<file path="src/rtl/riscv_pkg.sv">
// Shared RV64I constants and types for the execute front end.
package riscv_pkg;

  localparam int unsigned XLEN = 64;

  typedef enum logic [3:0] {
    ALU_AND = 4'b0000,
    ALU_OR  = 4'b0001,
    ALU_ADD = 4'b0010,
    ALU_SUB = 4'b0110,
    ALU_NOR = 4'b1100
  } alu_op_e;

  typedef enum logic [1:0] {
    AOP_MEM    = 2'b00,
    AOP_BRANCH = 2'b01,
    AOP_RTYPE  = 2'b10,
    AOP_ITYPE  = 2'b11
  } alu_op2_e;

  localparam logic [2:0] F3_ADD = 3'b000;
  localparam logic [2:0] F3_OR  = 3'b110;
  localparam logic [2:0] F3_AND = 3'b111;

  // Contents of the ID/EX register; all-zero is the bubble.
  typedef struct packed {
    logic [XLEN-1:0] rs1_data;
    logic [XLEN-1:0] rs2_data;
    logic [XLEN-1:0] imm;
    logic [4:0]      rs1;
    logic [4:0]      rs2;
    logic [4:0]      rd;
    logic [2:0]      funct3;
    logic            funct7_5;
    alu_op2_e        alu_op2;
    logic            alu_src;
    logic            mem_read;
    logic            mem_write;
    logic            reg_write;
    logic            mem_to_reg;
    logic            branch;
  } id_ex_t;

endpackage

</file>
<file path="src/rtl/id_ex_stage_alu_control.sv">
// ALU-control decode: (alu_op2, funct3, funct7_5) -> 4-bit ALU operation.
module alu_control
  import riscv_pkg::*;
(
  input  logic [1:0] alu_op2,
  input  logic [2:0] funct3,
  input  logic       funct7_5,
  output logic [3:0] alu_op
);

  always_comb begin
    alu_op = ALU_ADD;
    case (alu_op2_e'(alu_op2))
      AOP_MEM:    alu_op = ALU_ADD;
      AOP_BRANCH: alu_op = ALU_SUB;
      AOP_RTYPE: begin
        case (funct3)
          F3_ADD:  alu_op = funct7_5 ? ALU_SUB : ALU_ADD;
          F3_AND:  alu_op = ALU_AND;
          F3_OR:   alu_op = ALU_OR;
          default: alu_op = ALU_ADD;
        endcase
      end
      AOP_ITYPE: begin
        case (funct3)
          F3_AND:  alu_op = ALU_AND;
          F3_OR:   alu_op = ALU_OR;
          default: alu_op = ALU_ADD;
        endcase
      end
      default: alu_op = ALU_ADD;
    endcase
  end

endmodule

</file>
<file path="src/rtl/id_ex_stage.sv">
// ID/EX pipeline register with operand forwarding, ALU-control decode and
// load-use bubble insertion.
module id_ex_stage
  import riscv_pkg::*;
(
  input  logic            clk,
  input  logic            reset,
  input  logic            stall,
  input  logic            flush,
  input  logic [XLEN-1:0] id_rs1_data,
  input  logic [XLEN-1:0] id_rs2_data,
  input  logic [XLEN-1:0] id_imm,
  input  logic [4:0]      id_rs1,
  input  logic [4:0]      id_rs2,
  input  logic [4:0]      id_rd,
  input  logic [2:0]      id_funct3,
  input  logic            id_funct7_5,
  input  logic [1:0]      id_alu_op2,
  input  logic            id_alu_src,
  input  logic            id_mem_read,
  input  logic            id_mem_write,
  input  logic            id_reg_write,
  input  logic            id_mem_to_reg,
  input  logic            id_branch,
  input  logic            exmem_reg_write,
  input  logic [4:0]      exmem_rd,
  input  logic [XLEN-1:0] exmem_result,
  input  logic            memwb_reg_write,
  input  logic [4:0]      memwb_rd,
  input  logic [XLEN-1:0] memwb_result,
  output logic [XLEN-1:0] alu_a,
  output logic [XLEN-1:0] alu_b,
  output logic [3:0]      alu_op,
  output logic [XLEN-1:0] ex_store_data,
  output logic [XLEN-1:0] ex_imm,
  output logic [4:0]      ex_rd,
  output logic            ex_mem_read,
  output logic            ex_mem_write,
  output logic            ex_reg_write,
  output logic            ex_mem_to_reg,
  output logic            ex_branch,
  output logic            load_use_stall
);

  id_ex_t ex;

  assign load_use_stall = ex.mem_read && (ex.rd != 5'd0) &&
                          ((ex.rd == id_rs1) || (ex.rd == id_rs2));

  always_ff @(posedge clk) begin
    if (reset || flush) begin
      ex <= '0;
    end else if (!stall) begin
      if (load_use_stall) begin
        ex <= '0;
      end else begin
        ex <= '{rs1_data:   id_rs1_data,
                rs2_data:   id_rs2_data,
                imm:        id_imm,
                rs1:        id_rs1,
                rs2:        id_rs2,
                rd:         id_rd,
                funct3:     id_funct3,
                funct7_5:   id_funct7_5,
                alu_op2:    alu_op2_e'(id_alu_op2),
                alu_src:    id_alu_src,
                mem_read:   id_mem_read,
                mem_write:  id_mem_write,
                reg_write:  id_reg_write,
                mem_to_reg: id_mem_to_reg,
                branch:     id_branch};
      end
    end
  end

  logic [XLEN-1:0] fwd_rs1, fwd_rs2;

  // EX/MEM is the younger result, so it is tested first; x0 never forwards.
  always_comb begin
    fwd_rs1 = ex.rs1_data;
    if (exmem_reg_write && (exmem_rd != 5'd0) && (exmem_rd == ex.rs1))
      fwd_rs1 = exmem_result;
    else if (memwb_reg_write && (memwb_rd != 5'd0) && (memwb_rd == ex.rs1))
      fwd_rs1 = memwb_result;

    fwd_rs2 = ex.rs2_data;
    if (exmem_reg_write && (exmem_rd != 5'd0) && (exmem_rd == ex.rs2))
      fwd_rs2 = exmem_result;
    else if (memwb_reg_write && (memwb_rd != 5'd0) && (memwb_rd == ex.rs2))
      fwd_rs2 = memwb_result;
  end

  assign alu_a         = fwd_rs1;
  assign ex_store_data = fwd_rs2;
  assign alu_b         = ex.alu_src ? ex.imm : fwd_rs2;

  assign ex_imm        = ex.imm;
  assign ex_rd         = ex.rd;
  assign ex_mem_read   = ex.mem_read;
  assign ex_mem_write  = ex.mem_write;
  assign ex_reg_write  = ex.reg_write;
  assign ex_mem_to_reg = ex.mem_to_reg;
  assign ex_branch     = ex.branch;

  alu_control u_alu_control (
    .alu_op2  (ex.alu_op2),
    .funct3   (ex.funct3),
    .funct7_5 (ex.funct7_5),
    .alu_op   (alu_op)
  );

endmodule
</file>
<file path="config.mk">
export PLATFORM = sky130hd
export DESIGN_NAME = id_ex_stage
export DESIGN_NICKNAME = d
export VERILOG_FILES = /design/src/rtl/riscv_pkg.sv /design/src/rtl/id_ex_stage_alu_control.sv /design/src/rtl/id_ex_stage.sv
export SDC_FILE = /design/constraint.sdc
export NUM_CORES = 1
export LEC_CHECK = 0
export BUFFER_PORTS_ARGS = -buffer_cell sky130_fd_sc_hd__buf_2
export CAP_MARGIN = 25
export CELL_PAD_IN_SITES_DETAIL_PLACEMENT = 1
export CELL_PAD_IN_SITES_GLOBAL_PLACEMENT = 2
export CORE_AREA = 4 4 242 244
export DETAILED_ROUTE_END_ITERATION = 10
export DIE_AREA = 0 0 246 248
export MAX_ROUTING_LAYER = met4
export PLACE_DENSITY = 0.79
export SETUP_SLACK_MARGIN = 0.5
export SLEW_MARGIN = 20
export SYNTH_ARGS = -nofsm -noshare
export SYNTH_HDL_FRONTEND = slang
export SYNTH_SLANG_ARGS = --single-unit
export TNS_END_PERCENT = 5
</file>
<file path="constraint.sdc">
create_clock -name clk -period 4 [get_ports clk]
set_input_delay 0.8 -clock clk [delete_from_list [all_inputs] [get_ports clk]]
set_output_delay 0.8 -clock clk [all_outputs]
set_load 0.005 [all_outputs]
</file>
==> impl_metrics.toml, run 1 <==
[run_status]
outcome = "finished, final reports clean"

[synthesis]
synth_nets = 1625
synth.cell_area_mm2 = 0.01146
yosys.area.top_type = "dfxtp_1"
ys_seq_elements = 219
synth_cell_type_count = 28
synth_top_area_frac = 0.3827
synth.area.top_cells = "dfxtp_1, a22o_1, mux2i_1"
syn_inst = 1262
synth-edff-count = 0
ys_dominant_reg_cell = "dfxtp_1"
synth_common_cells = "a22o_1, dfxtp_1, mux2i_1"
yosys_warnings = 0
async_flop_share = 0
yosysSeqAreaShare = 0.3827
synth_area_per_cell_um2 = 9.079

[placed_design]
pre_cts_slack_ps = 134.4
dpl_cell_area_mm2 = 0.01490
dp_hpwl_mm = 44.14
routabilityCongestion = 0.9019
io_buffers = 632

[sta]
fin_tns_setup_ps = 0
worst_slack_ps = 352.8
max_slew.worst_pin.slew_ps = 788.7
hold_ws_ps = 444.6
slew_headroom = 0.4704
finalSetupViolations = 0
rsz0062_at_grt = "yes"
finalCritPeriodShare = 0.9118
report.final.slew_viol_count = 0
finalHoldViolCount = 0
fin_worst_skew_ps = 13.26
fin_crit_ps = 3647
max_freq_mhz = 274.2

[floorplanning]
dieHeight_um = 248
dieArea_mm2 = 0.06101
start_util = 0.2036
core_mm2 = 0.05628
die_x_um = 246
fp-row-count = 87
ios = 634

[global_routing]
grt_pass1_wl_mm = 87.11
grt.total_usage = 0.1935
grt_max_degree = 115
grt_pass1_vias = 13170
grt_remaining_overflow = 0
antenna_found_initial = 15

[setup_path]
crit_slowest_cell = "or4_4"
crit_fanout = 16
slowest_delay_ps = 540
crit_type = "in2out"
crit_family = "buffers and inverters"
cp.required_ps = 3200
worstPathCellList = "buf_8, or4_4, o21ai_4, buf_4, nor4_4, buf_6, buf_12, mux2i_1, o21ai_0, buf_2"
start_kind = "input pin"
critPathCaptureType = "output port"
crit_arrival_ps = 2850
path_buf_inv = 5

[final_layout]
layout-area-overhead-vs-synth_pct = 45.47
nets = 2176
largest_reg_flops = 145
fin_area_mm2 = 0.01667
drive_gt1_frac = 0.4250
largest-register = "ex"
fill_cells = 6786

[clocking]
cts-root-buf = "clkbuf_16"
numCtsBuffers = 29
worstSkewPairLatency_ps = 570
cts_sinks = 219
clk_path_buf_depth = 3
htreeDepth = 1
tritoncts = "built"
clk_pin_slew_ps = 60

[route]
wirelength_mm = 63.52
first_iter_violations = 477
wl_per_cell_um = 24.41
vias_per_cell = 4.784
ant_nets = 0
vias = 12450
drc = 0
dr.pass1.iters = 4

[power_and_ir_drop]
totalPowerFinal_uw = 5701
ir_worst_vdd_v = 0.0002870
power_density_mw_per_mm2 = 342.1
leakage_uw = 0.007425

[job]
maxCapViolCount = 0

[hold_path]
hold_class = "in2reg"
## where the power goes
group	internal [uW]	leakage, uW	total [uW]	switching, uW
Clock	1460	0.000439	2520	1050
Combinational	413	0.00520	864	451
Sequential	2260	0.00179	2320	65.4
Total	4130	0.00742	5700	1570
## cell usage in the layout (no fill, tap or decap), drive strengths merged, types with 2 or more instances in the layout
cell type	n
nor3	66
xnor2	18
o21a	2
a21oi	64
nor2	67
inv	66
clkbuf	45
nand2	66
clkinv	6
mux2i	128
bufbuf	2
diode	13
dfxtp	219
buf	700
or4	3
nor4	2
xor2	12
o21ai	65
nand3	7
a22o	219
and4	3
a221oi	64
## logic make-up (layout without fill, tap and decap cells)
logic type,Yosys count,count (layout),share of synthesized area
muxes,128,128,0.1118
other,1,14,0.0003273
DFF,219,219,0.3827
xor gates and xnor gates,30,30,0.02293
AOI/OAI and AO/OA,418,418,0.2783
and+or+nand+nor,214,216,0.08049
buffers and inverters,252,821,0.1235
## what timing repair did
action                     in CTS  in global routing
gates cloned                    9                  4
setup endpoints to repair     179                174
pin swaps                       5                  5
setup buffers                  15                 11
hold buffers                    0                  0
resized for setup              30                 30
## cell type report
class | instances | area (um2) | share of cell area
multi-input cells | 793 | 5878 | 0.3527
flip-flops and latches | 219 | 4388 | 0.2633
repair buffers | 705 | 4288 | 0.2573
well taps | 756 | 945.9 | 0.05675
clock buffers | 42 | 814.5 | 0.04887
inverters | 65 | 244.0 | 0.01464
clock inverters | 9 | 76.32 | 0.004579
diodes | 13 | 32.53 | 0.001952
## per-stage QoR
step / util / instances
finish: 0.2962 / 2602
global route: 0.2961 / 2601
CTS: 0.2898 / 2574
detailed placement: 0.2648 / 2499
global placement: 0.2648 / 2499
floorplan: - / 1262
## final timing paths
path	start	endpoint	slack [ps]	cells past startpoint
worst min register to register	ex[180]	ex[180]	470	1
worst min-delay path	id_branch	ex_branch	440	2
worst max register to register	ex_rd[4]	ex_imm[39]	1420	5
worst max-delay path	memwb_rd[1]	alu_a[8]	350	10
## per-layer routing
metal | global-route usage | wire, um
met1 | 0.2178 | 25320
met2 | 0.3385 | 31470
met3 | 0.04332 | 4567
met4 | 0.06858 | 2151
met5 | - | 0
(Power assumes the default switching activity.)
==> inputs of run 2 (changes only) <==
- ABC_AREA: default -> 1
- CORE_AREA: 4 4 242 244 -> 4 4 246 248
- DIE_AREA: 0 0 246 248 -> 0 0 250 252
- PLACE_DENSITY: 0.79 -> 0.9
==> run 2 against run 1 <==
  * Total power is 6.2% higher
  * Via count is 34% higher
  * Core utilization is 1.1 points higher
  * Sequential power hardly changed
  * Final area is 7.6% higher
  * Register-to-register slack better by 190 ps
  * Worst hold slack better by 24 ps
  * Wire length is 9.2% higher
==> impl_metrics.toml, run 2 <==
[placed_design]
io_buffers = 632
routabilityCongestion = 0.9855
dp_hpwl_mm = 51.03
dpl_cell_area_mm2 = 0.01691

[clocking]
cts_sinks = 219
post_cts_buffers = 0
numCtsBuffers = 28
htreeDepth = 1
clk_path_buf_depth = 3
worstSkewPairLatency_ps = 570
cts-root-buf = "clkbuf_16"
tritoncts = "built"
clk_pin_slew_ps = 60

[global_routing]
grt_pass1_vias = 17150
grt.total_usage = 0.2131
grt_pass1_wl_mm = 103.6
grt_remaining_overflow = 0
antenna_found_initial = 30
grt_max_degree = 137

[setup_path]
critPathCaptureType = "output port"
crit_arrival_ps = 2540
crit_fanout = 64
cp.required_ps = 3200
crit_type = "in2out"
start_kind = "input pin"

[route]
first_iter_violations = 1023
vias_per_cell = 4.936
drc = 0
wirelength_mm = 69.37
dr.pass1.iters = 5
vias = 16700
ant_nets = 0
wl_per_cell_um = 20.51

[final_layout]
final_util = 0.3068
drive_gt1_frac = 0.2844
nets = 2922
layout_common_cells = "buf_2, nand2_1, nand3_1"
fin_area_mm2 = 0.01794
largest-register = "ex"
largest_reg_flops = 145
layout-area-overhead-vs-synth_pct = 31.55
layout_commonest_cell = "buf_2"

[sta]
finalCritPeriodShare = 0.8362
hold_ws_ps = 468.9
report.final.slew_viol_count = 0
max_slew.worst_pin.slew_ps = 993.8
fin_crit_ps = 3345
fin_worst_skew_ps = 13.49
finalHoldViolCount = 0
finalSetupViolations = 0
fin_tns_setup_ps = 0
rsz0062_at_grt = "yes"
slew_headroom = 0.3374
max_freq_mhz = 299.0

[power_and_ir_drop]
ir_worst_vdd_v = 0.0002900
power_density_mw_per_mm2 = 337.5
leakage_uw = 0.009465

[floorplanning]
start_util = 0.2332
core_mm2 = 0.05846
dieArea_mm2 = 0.06300
fp-row-count = 89
ios = 634
die_x_um = 250
dieHeight_um = 252

[run_status]
outcome = "finished, final reports clean"

[synthesis]
synth_top_area_frac = 0.3215
synth_common_cells = "nand2_1, nand3_1, o21ai_0"
synth-edff-count = 0
synth_area_per_cell_um2 = 6.456
yosys.area.top_type = "dfxtp_1"
yosysSeqAreaShare = 0.3215
synth.area.top_cells = "dfxtp_1, nand2_1, nand3_1"
yosys_warnings = 0
ys_seq_elements = 219
async_flop_share = 0
synth_nets = 2475
syn_inst = 2112
ys_dominant_reg_cell = "dfxtp_1"
synth.most_common_cell = "nand2_1"
synth.cell_area_mm2 = 0.01364
synth_cell_type_count = 24

[hold_path]
hold_class = "in2reg"

[job]
maxCapViolCount = 0
[run 2: final timing paths]
path / end / cells past startpoint / start / slack, ps
min reg2reg: ex[138] / 2 / ex[138] / 540
max: alu_a[39] / 10 / memwb_rd[3] / 660
min: ex[5] / 3 / id_alu_src / 470
max reg2reg: ex_imm[20] / 8 / ex_rd[4] / 1610
[run 2: where the power goes]
group / total [uW] / internal, uW / switching (uW) / leakage (uW)
registers: 2340 / 2280 / 64.8 / 0.00179
clock network: 2590 / 1500 / 1090 / 0.000460
logic: 1120 / 453 / 670 / 0.00721
total: 6050 / 4230 / 1830 / 0.00947
[run 2: per-stage QoR]
| step | worst slack [ps] | total power (uW) | instances |
|---|---|---|---|
| after global routing | 466.8 | 6361 | 3381 |
| after floorplan | 1348 | 2941 | 2112 |
| after CTS | 523.7 | 6150 | 3354 |
| final | 655.1 | 6053 | 3383 |
| after detailed placement | 530.5 | 3505 | 3302 |
| after global placement | 590.0 | 3477 | 3302 |
[run 2: timing repair]
action	4_1_cts	5_1_grt
hold buffers	0	0
gates cloned	0	0
setup endpoints to repair	1	133
gates resized for setup	1	7
[run 2: routing by layer]
layer  track usage  routed length, um  part of all wire  up-vias
met5             -                  0                 0        -
met4       0.06578               2112             0.030        0
met3       0.04525               5266             0.076      118
met2        0.3549              33580              0.48      675
met1        0.2604              28420              0.41     8065
li1              -                  -                 -     7839
[run 2: cells by family (layout without fill, tap and decap cells)]
logic type / count (synthesis) / after routing / synth area share
XOR/XNOR: 28 / 28 / 0.01799
other: 1 / 30 / 0.0002750
AND/OR/NAND/NOR: 1097 / 1097 / 0.3749
buffers and inverters: 326 / 795 / 0.1231
AO/OA/AOI/OAI: 441 / 441 / 0.1621
flip-flops: 219 / 219 / 0.3215
[run 2: cell type report]
cell class	count	area, um2
Clock inverter	13	102.6
Clock buffer	39	823.3
Tap cell	773	967.2
Fill cell	7607	40530
Inverter	74	291.5
Sequential cell	219	4389
Multi-Input combinational cell	1567	7664
Timing Repair Buffer	669	3627
Antenna cell	29	72.57
[run 2: critical path, stage by stage]
cell,delay [ps]
buf_2,120
inv_1,60
nand3_1,80
nand2_1,140
nor3_4,340
nand2_8,360
nand2_1,190
nand3_1,130
nand2_1,110
buf_2,120
==> inputs of run 3 (changes only) <==
- CORE_AREA: 4 4 246 248 -> default
- CORE_MARGIN: default -> 4
- CORE_UTILIZATION: default -> 24
- DIE_AREA: 0 0 250 252 -> default
- PLACE_DENSITY: 0.9 -> 0.92
- clock period: 4 -> 3.15 ns (I/O delays scaled with it)
==> run 3 against run 2 <==
  * Sequential share of layout area down 1.3 points
  * Register-to-register slack worse by 530 ps
  * Largest power group unchanged
  * First-iteration DRC count down 6.0%
  * Critical endpoint is now alu_b[57]
  * Final area up 5.9%
  * Sequential power up 27%
==> impl_metrics.toml, run 3 (synthesis gave the netlist of run 2 again) <==
[sta]
finalHoldViolCount = 0
max_freq_mhz = 326.4
report.final.slew_viol_count = 0
fin_tns_setup_ps = 0
finalCritPeriodShare = 0.9727
finalSetupViolations = 0
fin_worst_skew_ps = 30.50
rsz0062_at_grt = "yes"
max_slew.worst_pin.slew_ps = 639.7
slew_headroom = 0.5735
fin_crit_ps = 3064

[setup_path]
slowest_delay_ps = 380
r2r_end = "ex_rd[0]"
crit_cells = 9
ff2ff_setup_slack_ps = 1080
reg2regPathDepth = 9
start_kind = "flip-flop"
path_buf_inv = 3
reg2reg_from = "ex_rd[4]"
crit_family = "simple AND/OR/NAND/NOR gates"
critPathCaptureType = "output port"
crit_slowest_cell = "dfxtp_4"
crit_fanout = 16
crit_arrival_ps = 2430
crit_type = "reg2out"
worstPathCellList = "xnor2_2, nand2_2, nor3_4, buf_4, clkbuf_16, nand3b_1, nand3_1, nand2_1, buf_2"
cp.required_ps = 2520

[floorplanning]
die_x_um = 246.4
ios = 634
fp-row-count = 87
dieHeight_um = 246.4
dieArea_mm2 = 0.06069
core_mm2 = 0.05628
start_util = 0.2423

[route]
ant_nets = 0
drc = 0
wirelength_mm = 76.92
wl_per_cell_um = 22.60
wl_met2_mm = 37.09
vias = 17090
wl_met3_mm = 5.709
dr.pass1.iters = 5
vias_per_cell = 5.019
top_layer = "met4"
first_iter_violations = 962
wirelength_met1_mm = 31.71

[final_layout]
layout-area-overhead-vs-synth_pct = 39.33
largest-register = "ex"
layout_commonest_cell = "buf_2"
fin_area_mm2 = 0.01900
layout_common_cells = "buf_2, nand2_1, nand3_1"
nets = 2963
drive_gt1_frac = 0.3125
largest_reg_flops = 145
fill_cells = 7282

[power_and_ir_drop]
power_density_mw_per_mm2 = 410.4
ir_worst_vdd_v = 0.0003980
leakage_uw = 0.009963
totalPowerFinal_uw = 7796

[global_routing]
grt_max_degree = 114
antenna_found_initial = 29
grt_remaining_overflow = 0
grt.total_usage = 0.2312
grt_pass1_vias = 17420
grt_pass1_wl_mm = 106.6

[hold_path]
hold_path_depth = 3
hold_class = "in2reg"
hold_start = "id_imm[42]"
hold_end = "ex_imm[42]"

[clocking]
numCtsBuffers = 29
worstSkewPairLatency_ps = 590
clk_path_buf_depth = 3
clk_pin_slew_ps = 60
cts_sinks = 219
hold_buffers = 0
cts-root-buf = "clkbuf_16"
tritoncts = "built"
htreeDepth = 1

[placed_design]
io_buffers = 632
routabilityCongestion = 0.9205
dpl_cell_area_mm2 = 0.01703
dp_hpwl_mm = 52.08

[run_status]
outcome = "finished, final reports clean"

[job]
maxCapViolCount = 0
-- run 3: final cells by class --
class	instances	area, um2	share of cell area
inverters	74	299.0	0.01574
multi-input cells	1567	7866	0.4141
clock inverters	12	82.58	0.004347
repair buffers	709	4499	0.2368
flip-flops and latches	219	4410	0.2322
well taps	756	945.9	0.04979
diodes	27	67.56	0.003556
clock buffers	40	827.0	0.04353
-- run 3: worst min-delay path: cells and delay by family --
family	cells	cell delay (ps)
buffers and inverters	1	90
and+or+nand+nor	1	50
AOI/OAI and AO/OA	1	50
-- run 3: report_power, final --
group	switching [uW]	internal (uW)
Clock	1420	1830
Combinational	912	654
Sequential	88.7	2890
-- run 3: repair_timing --
action	in CTS	in global routing
gates cloned	5	12
buffers inserted	8	7
gates resized for setup	41	51
pin swaps	7	16
endpoints found under the setup margin	192	193
-- run 3: worst max-delay path by stage --
| stage | start | end |
|---|---|---|
| finish | ex[17] | alu_b[57] |
| CTS | ex[20] | alu_b[15] |
| global route | ex[18] | alu_b[54] |
| floorplan | exmem_rd[0] | ex_store_data[10] |
| global placement | memwb_rd[2] | alu_a[3] |
| detailed placement | memwb_rd[4] | alu_a[3] |
-- run 3: layer usage --
metal | track usage | up-vias
met5 | - | -
met4 | 0.06024 | 0
met3 | 0.04310 | 139
met2 | 0.3975 | 659
met1 | 0.2793 | 8350
li1 | - | 7938
-- run 3: metrics by stage --
| stage | std cells | utilization | worst slack [ps] | hold WS (ps) |
|---|---|---|---|---|
| 2_1_floorplan | 2112 | - | 837.7 | 504.5 |
| 4_1_cts | 3358 | 0.3259 | 114.7 | 239.1 |
| 5_1_grt | 3403 | 0.3375 | 1.535 | 255.3 |
| 3_3_place_gp | 3293 | 0.3026 | 190.3 | 514.1 |
| 3_5_place_dp | 3293 | 0.3026 | 151.5 | 526.3 |
| 6_report | 3404 | 0.3376 | 85.87 | 280.5 |
